==> src/rtl/mac_grp_ts_pkg.sv <==
// Shared register map, control bits and queue entry layout for the MAC group
// PTP timestamp capture queue.
package mac_grp_ts_pkg;

    localparam int REG_STATUS     = 0;
    localparam int REG_HEAD_INFO  = 1;
    localparam int REG_HEAD_TS_HI = 2;
    localparam int REG_HEAD_TS_LO = 3;
    localparam int REG_POP        = 4;
    localparam int REG_DROP_CNT   = 5;
    localparam int REG_CTRL       = 6;

    localparam int CTRL_EN_BIT    = 0;
    localparam int CTRL_FLUSH_BIT = 1;

    localparam logic DIR_RX = 1'b0;
    localparam logic DIR_TX = 1'b1;

    localparam int ENTRY_PORT_W  = 8;
    localparam int ENTRY_TS_W    = 64;
    localparam int INFO_PORT_LSB = 0;
    localparam int INFO_DIR_BIT  = 8;
    localparam int STATUS_NE_BIT = 31;

    typedef struct packed {
        logic                    dir;
        logic [ENTRY_PORT_W-1:0] port;
        logic [ENTRY_TS_W-1:0]   ts;
    } ts_entry_t;

endpackage

==> src/rtl/mac_grp_ts_rr_arb.sv <==
// Round-robin arbiter: grants the first requester at or after the pointer and
// moves the pointer one past the winner.
module mac_grp_ts_rr_arb #(
    parameter int N = 8
) (
    input  logic                                clk_i,
    input  logic                                reset_i,
    input  logic                                clear_i,
    input  logic                                en_i,
    input  logic [N-1:0]                        req_i,
    output logic [N-1:0]                        gnt_o,
    output logic                                gnt_valid_o,
    output logic [((N > 1) ? $clog2(N) : 1)-1:0] gnt_idx_o
);
    localparam int IW = (N > 1) ? $clog2(N) : 1;

    logic [IW-1:0] ptr_q, ptr_d;

    always_comb begin
        int idx;
        gnt_o       = '0;
        gnt_valid_o = 1'b0;
        gnt_idx_o   = '0;
        ptr_d       = ptr_q;
        idx         = 0;
        if (en_i) begin
            for (int k = 0; k < N; k++) begin
                idx = int'(ptr_q) + k;
                if (idx >= N) begin
                    idx = idx - N;
                end
                if (!gnt_valid_o && req_i[idx]) begin
                    gnt_valid_o = 1'b1;
                    gnt_o[idx]  = 1'b1;
                    gnt_idx_o   = IW'(idx);
                    ptr_d       = (idx == N - 1) ? '0 : IW'(idx + 1);
                end
            end
        end
        if (clear_i) begin
            ptr_d = '0;
        end
    end

    always_ff @(posedge clk_i) begin
        if (reset_i) begin
            ptr_q <= '0;
        end else begin
            ptr_q <= ptr_d;
        end
    end

endmodule

==> src/rtl/mac_grp_ts_fifo.sv <==
// Multi-port PTP timestamp capture queue: per-source hold/pending buffers,
// round-robin merge into one FIFO, drained through the register interface.
module mac_grp_ts_fifo
    import mac_grp_ts_pkg::*;
#(
    parameter int NUM_PORTS       = 4,
    parameter int COUNTER_WIDTH   = 64,
    parameter int FIFO_DEPTH_BITS = 4,
    parameter int REG_ADDR_WIDTH  = 3
) (
    input  logic                      clk,
    input  logic                      reset,
    input  logic [NUM_PORTS-1:0]      valid_rx,
    input  logic [NUM_PORTS-1:0]      valid_tx,
    input  logic [COUNTER_WIDTH-1:0]  counter_val,
    input  logic                      ts_reg_req,
    input  logic                      ts_reg_rd_wr_L,
    input  logic [REG_ADDR_WIDTH-1:0] ts_reg_addr,
    input  logic [31:0]               ts_reg_wr_data,
    output logic [31:0]               ts_reg_rd_data,
    output logic                      ts_reg_ack,
    output logic                      ts_avail
);
    localparam int NSRC  = 2 * NUM_PORTS;
    localparam int IW    = (NSRC > 1) ? $clog2(NSRC) : 1;
    localparam int DEPTH = 1 << FIFO_DEPTH_BITS;
    localparam int CNT_W = FIFO_DEPTH_BITS + 1;

    localparam logic [FIFO_DEPTH_BITS-1:0] PTR_ONE  = FIFO_DEPTH_BITS'(1);
    localparam logic [CNT_W-1:0]           CNT_ONE  = CNT_W'(1);
    localparam logic [CNT_W-1:0]           CNT_FULL = CNT_W'(DEPTH);

    ts_entry_t                  mem_q [DEPTH];
    logic [FIFO_DEPTH_BITS-1:0] wr_ptr_q, wr_ptr_d, rd_ptr_q, rd_ptr_d;
    logic [CNT_W-1:0]           count_q, count_d;
    logic [COUNTER_WIDTH-1:0]   hold_q [NSRC];
    logic [COUNTER_WIDTH-1:0]   hold_d [NSRC];
    logic [NSRC-1:0]            pend_q, pend_d;
    logic [31:0]                drop_q, drop_d;
    logic                       cap_en_q, cap_en_d;
    logic                       ack_q;
    logic [31:0]                rd_data_q;
    logic                       wr_cmd_q;
    logic [REG_ADDR_WIDTH-1:0]  wr_addr_q;
    logic [1:0]                 wr_data_q;

    logic            full, empty, push, do_ctrl, do_flush, do_pop, do_drop_clr;
    logic [NSRC-1:0] pulse, gnt;
    logic            gnt_valid;
    logic [IW-1:0]   gnt_idx;
    logic [31:0]     drop_inc, rd_val;
    logic [32:0]     drop_sum;
    ts_entry_t       push_entry, head;
    logic            unused_wr_data;

    assign unused_wr_data = ^ts_reg_wr_data[31:2];

    assign full  = (count_q == CNT_FULL);
    assign empty = (count_q == '0);

    // Register writes act in the ack cycle, one cycle after the request.
    assign do_ctrl     = wr_cmd_q && (int'(wr_addr_q) == REG_CTRL);
    assign do_flush    = do_ctrl && wr_data_q[CTRL_FLUSH_BIT];
    assign do_pop      = wr_cmd_q && (int'(wr_addr_q) == REG_POP) && !empty;
    assign do_drop_clr = wr_cmd_q && (int'(wr_addr_q) == REG_DROP_CNT);
    assign cap_en_d    = do_ctrl ? wr_data_q[CTRL_EN_BIT] : cap_en_q;

    assign pulse = {valid_tx, valid_rx} & {NSRC{cap_en_q && !do_flush}};

    mac_grp_ts_rr_arb #(.N(NSRC)) u_arb (
        .clk_i      (clk),
        .reset_i    (reset),
        .clear_i    (do_flush),
        .en_i       (!full && !do_flush),
        .req_i      (pend_q),
        .gnt_o      (gnt),
        .gnt_valid_o(gnt_valid),
        .gnt_idx_o  (gnt_idx)
    );

    assign push = gnt_valid;

    always_comb begin
        int gi;
        gi                               = int'(gnt_idx);
        push_entry                       = '0;
        push_entry.dir                   = (gi >= NUM_PORTS) ? DIR_TX : DIR_RX;
        push_entry.port                  = ENTRY_PORT_W'((gi >= NUM_PORTS) ? gi - NUM_PORTS : gi);
        push_entry.ts[COUNTER_WIDTH-1:0] = hold_q[gnt_idx];
    end

    // A granted slot can take a new pulse in the same cycle; otherwise a
    // pulse on a still-pending slot is lost and counted.
    always_comb begin
        drop_inc = '0;
        pend_d   = pend_q & ~gnt;
        for (int i = 0; i < NSRC; i++) begin
            hold_d[i] = hold_q[i];
            if (pulse[i]) begin
                if (pend_q[i] && !gnt[i]) begin
                    drop_inc = drop_inc + 32'd1;
                end else begin
                    pend_d[i] = 1'b1;
                    hold_d[i] = counter_val;
                end
            end
        end
        if (do_flush) begin
            pend_d = '0;
        end
        drop_sum = {1'b0, drop_q} + {1'b0, drop_inc};
        drop_d   = drop_sum[32] ? '1 : drop_sum[31:0];
        if (do_drop_clr) begin
            drop_d = '0;
        end
    end

    always_comb begin
        wr_ptr_d = wr_ptr_q;
        rd_ptr_d = rd_ptr_q;
        count_d  = count_q;
        if (push) begin
            wr_ptr_d = wr_ptr_q + PTR_ONE;
        end
        if (do_pop) begin
            rd_ptr_d = rd_ptr_q + PTR_ONE;
        end
        if (push && !do_pop) begin
            count_d = count_q + CNT_ONE;
        end else if (!push && do_pop) begin
            count_d = count_q - CNT_ONE;
        end
        if (do_flush) begin
            wr_ptr_d = '0;
            rd_ptr_d = '0;
            count_d  = '0;
        end
    end

    always_comb begin
        head   = mem_q[rd_ptr_q];
        rd_val = '0;
        case (int'(ts_reg_addr))
            REG_STATUS: begin
                rd_val[CNT_W-1:0]    = count_q;
                rd_val[STATUS_NE_BIT] = !empty;
            end
            REG_HEAD_INFO: begin
                if (!empty) begin
                    rd_val[INFO_PORT_LSB +: ENTRY_PORT_W] = head.port;
                    rd_val[INFO_DIR_BIT]                  = head.dir;
                end
            end
            REG_HEAD_TS_HI: if (!empty) rd_val = head.ts[ENTRY_TS_W-1:32];
            REG_HEAD_TS_LO: if (!empty) rd_val = head.ts[31:0];
            REG_DROP_CNT:   rd_val = drop_q;
            REG_CTRL:       rd_val[CTRL_EN_BIT] = cap_en_q;
            default:        rd_val = '0;
        endcase
    end

    always_ff @(posedge clk) begin
        if (reset) begin
            wr_ptr_q  <= '0;
            rd_ptr_q  <= '0;
            count_q   <= '0;
            pend_q    <= '0;
            drop_q    <= '0;
            cap_en_q  <= 1'b1;
            ack_q     <= 1'b0;
            rd_data_q <= '0;
            wr_cmd_q  <= 1'b0;
            wr_addr_q <= '0;
            wr_data_q <= '0;
            for (int i = 0; i < NSRC; i++) begin
                hold_q[i] <= '0;
            end
        end else begin
            wr_ptr_q  <= wr_ptr_d;
            rd_ptr_q  <= rd_ptr_d;
            count_q   <= count_d;
            pend_q    <= pend_d;
            drop_q    <= drop_d;
            cap_en_q  <= cap_en_d;
            ack_q     <= ts_reg_req;
            rd_data_q <= (ts_reg_req && ts_reg_rd_wr_L) ? rd_val : '0;
            wr_cmd_q  <= ts_reg_req && !ts_reg_rd_wr_L;
            wr_addr_q <= ts_reg_addr;
            wr_data_q <= ts_reg_wr_data[1:0];
            for (int i = 0; i < NSRC; i++) begin
                hold_q[i] <= hold_d[i];
            end
        end
    end

    always_ff @(posedge clk) begin
        if (!reset && push) begin
            mem_q[wr_ptr_q] <= push_entry;
        end
    end

    assign ts_reg_ack     = ack_q;
    assign ts_reg_rd_data = rd_data_q;
    assign ts_avail       = !empty;

endmodule

==> config.mk <==
export PLATFORM = sky130hd
export DESIGN_NAME = mac_grp_ts_fifo
export DESIGN_NICKNAME = d
export VERILOG_FILES = /design/src/rtl/mac_grp_ts_pkg.sv /design/src/rtl/mac_grp_ts_rr_arb.sv /design/src/rtl/mac_grp_ts_fifo.sv
export SDC_FILE = /design/constraint.sdc
export NUM_CORES = 2
export LEC_CHECK = 0
export BUFFER_PORTS_ARGS = -buffer_cell sky130_fd_sc_hd__buf_2
export CORE_UTILIZATION = 50
export DETAILED_ROUTE_END_ITERATION = 6
export PLACE_DENSITY_LB_ADDON = 0.3
export SLEW_MARGIN = 20
export SYNTH_ARGS = -nofsm -noshare
export SYNTH_HDL_FRONTEND = slang
export SYNTH_SLANG_ARGS = --single-unit
export TNS_END_PERCENT = 1
==> constraint.sdc <==
create_clock -name clk -period 20 [get_ports clk]
set_clock_uncertainty 0.1 [all_clocks]
set_input_delay 4 -clock clk [delete_from_list [all_inputs] [get_ports clk]]
set_output_delay 4 -clock clk [all_outputs]
set_load 0.01 [all_outputs]
==> impl_metrics.ini <==
[yosys]
yosysWarnings = 0
synthMuxAreaShare_pct = 12.1
yosysUniqueCellTypes = 94
synth_top_area_share_pct = 68.4
synth-seq-cells = 1716
avgSynthCellArea_um2 = 15.5
syn_inst = 4576
synth-xor-area-share_pct = 0.660
synth_edf_count = 1616
synth_area_leaders = edfxtp_1 68%, mux4_2 11%, nand2_1 3.9%
yosys.area_share.simple_pct = 9.32
synth_top_family_by_area = multiplexers
synth_compound_area_share_pct = 3.90
synthesis.area_mm2 = 0.0710
ys.flop_type = edfxtp_1
synth-adder-area-share_pct = 0.727
yosysSeqAreaShare_pct = 71.2
async_flop_share_pct = 0
post-synth-top-area-cell = edfxtp_1

[place]
dpl.hpwl_um = 97400
io_buffers = 114
gp_congestion = 0.868

[routing]
vias_per_cell = 6.01
route.antenna.remaining_nets = 0
firstDrtPassIters = 5
drt_wl_total_um = 176000
drt_iter0_markers = 4399
route.vias.total = 40400
wl_per_cell_um = 26.2
route.detailed.drc = 0

[grt]
antenna_found_initial = 6
groute.usage.overall_pct = 25.0
grt_max_degree = 154
grt_overflow_total = 0
grt_pass1_wl_um = 261000
grt_pass1_vias = 40500

[worst_setup_path]
crit_path_end_kind = register
start_kind = register
path_class = register to register
endpoint = drop_q[1]
r2r_slack_ns = 7.20
crit_top_cell = ha_1
cp_top_family = adder cells
r2r-start = u_arb.ptr_q[1]
reg2reg_depth = 44
required_ns = 20.55
startpoint = u_arb.ptr_q[1]
crit_fanout = 29
worst-path-buf-inv = 6
crit_arrival_ns = 13.35
critPathSlowestCell = nor4b_4
rr_endpoint = drop_q[1]
critPathMaxStageDelay_ns = 0.64
crit_cells = 44

[cells_and_area]
finalNetCount = 4863
fillers = 10800
mostFrequentLayoutCells = 1,616 x edfxtp_1, 737 x nand2_1, 442 x nor2_1
regArea_mm2 = 0.0505
area_growth_pct = 12.3
layout_commonest_cell = edfxtp_1
drive_gt1_share_pct = 19.7
multi_input_area_mm2 = 0.0193

[timing]
grt_setup_unrepaired = false
slew_violations = 0
setup_viol = 0
hold_viol = 0
tns_ns = 0
clock.fmax_mhz = 78.1
fin_crit_ns = 12.80
tightestPinTransition_ns = 1.21
finalCritPeriodShare_pct = 64.0
maxSlewHeadroom_pct = 19.6

[clock_network]
clock_sinks = 1716
cts_tree = yes
cts_buffer_depth = 3
holdBufCountCts = 0
cts_resized = 0
cts-root-buf = clkbuf_16
clk_pin_slew_ns = 0.07
clock_latency_ns = 0.80
cts_setup_buffers = 0
cts_max_level = 4
cts_made_buffers = 172

[floorplan]
die_width_um = 379
core_area_mm2 = 0.140
core.rowCount = 137
start_util_pct = 50.6
die_area_mm2 = 0.143
chipHeight_um = 379
io_pins = 145

[job]
cap_violations = 0

[run_status]
status = complete, no violations

[worst_hold_path]
worstHoldPathType = register to register
==> sequential cells by signal, summed over array words and instances, names as in the netlist, 2 cells and up, named ones only <==
| signal | count |
|---|---|
| count_q | 5 |
| drop_q | 32 |
| hold_q | 512 |
| mem_q | 1104 |
| pend_q | 8 |
| rd_ptr_q | 4 |
| ts_reg_rd_data | 32 |
| u_arb.ptr_q | 3 |
| wr_addr_q | 3 |
| wr_data_q | 2 |
| wr_ptr_q | 4 |
==> metrics by stage <==
step	cell area [µm²]	setup slack (ns)	hold slack, ns	utilization (%)	instances
3_5_place_dp	74200	7.30	0.328	52.9	6413
2_1_floorplan	71000	8.82	0.312	-	4577
5_1_grt	79700	6.43	0.345	56.8	6732
6_report	79700	7.20	0.341	56.8	6733
4_1_cts	79700	7.28	0.344	56.8	6731
3_3_place_gp	74100	7.35	0.320	52.8	6411
==> cells in the mapped netlist (10+ instances only) <==
cell and number:
nand2_1 738, a22oi_1 28, inv_1 93, o211ai_1 70, and3_1 12, ha_1 38, dfxtp_1 100, nor2_1 459
clkbuf_1 202, nor2b_1 19, o21ai_0 151, buf_1 67, xor2_1 26, nand3_1 168, nand4_1 10, nand2b_1 84
xnor2_1 21, mux2i_1 20, a21oi_1 96, nor3_1 17, mux2_2 13, edfxtp_1 1616, mux4_2 356
==> routing by layer <==
layer	up-vias	global-route usage [%]	part of all wire [%]
met4	2	7.25	2.4
met5	-	0	0.011
met2	1788	41.0	49
met3	291	3.70	8.1
li1	17600	-	-
met1	20800	34.8	41
==> cell type report <==
type                       instances  area share, %
timing repair buffer             242           2.03
antenna                            1        0.00314
inverter                          95          0.457
clock inverter                   108           1.12
clock buffer                     210           5.77
multi-input combinational       2485           24.2
tap                             1876           2.95
sequential                      1716           63.4
==> kinds of logic (layout without fill, tap and decap cells) <==
| group | after synthesis | count (layout) |
|---|---|---|
| AND/OR/NAND/NOR | 1552 | 1552 |
| XOR/XNOR | 50 | 50 |
| other | 1 | 3 |
| multiplexers | 401 | 401 |
| flip-flops | 1716 | 1716 |
| buffers and inverters | 376 | 655 |
| AO/OA/AOI/OAI | 440 | 440 |
| adder cells (fa/ha/maj) | 40 | 40 |
==> worst min path at each step <==
| stage | slack, ns | to | start | cells after the start |
|---|---|---|---|---|
| 3_5_place_dp | 0.33 | cap_en_q | wr_data_q[0] | 1 |
| 6_report | 0.34 | cap_en_q | wr_data_q[0] | 1 |
| 3_3_place_gp | 0.32 | cap_en_q | wr_data_q[0] | 1 |
| 2_1_floorplan | 0.31 | cap_en_q | wr_data_q[0] | 1 |
| 5_1_grt | 0.35 | cap_en_q | wr_data_q[0] | 1 |
| 4_1_cts | 0.34 | cap_en_q | wr_data_q[0] | 1 |
Power is not shown: default switching activity piles up to over one toggle a cycle in this logic, so the estimate is an artifact.
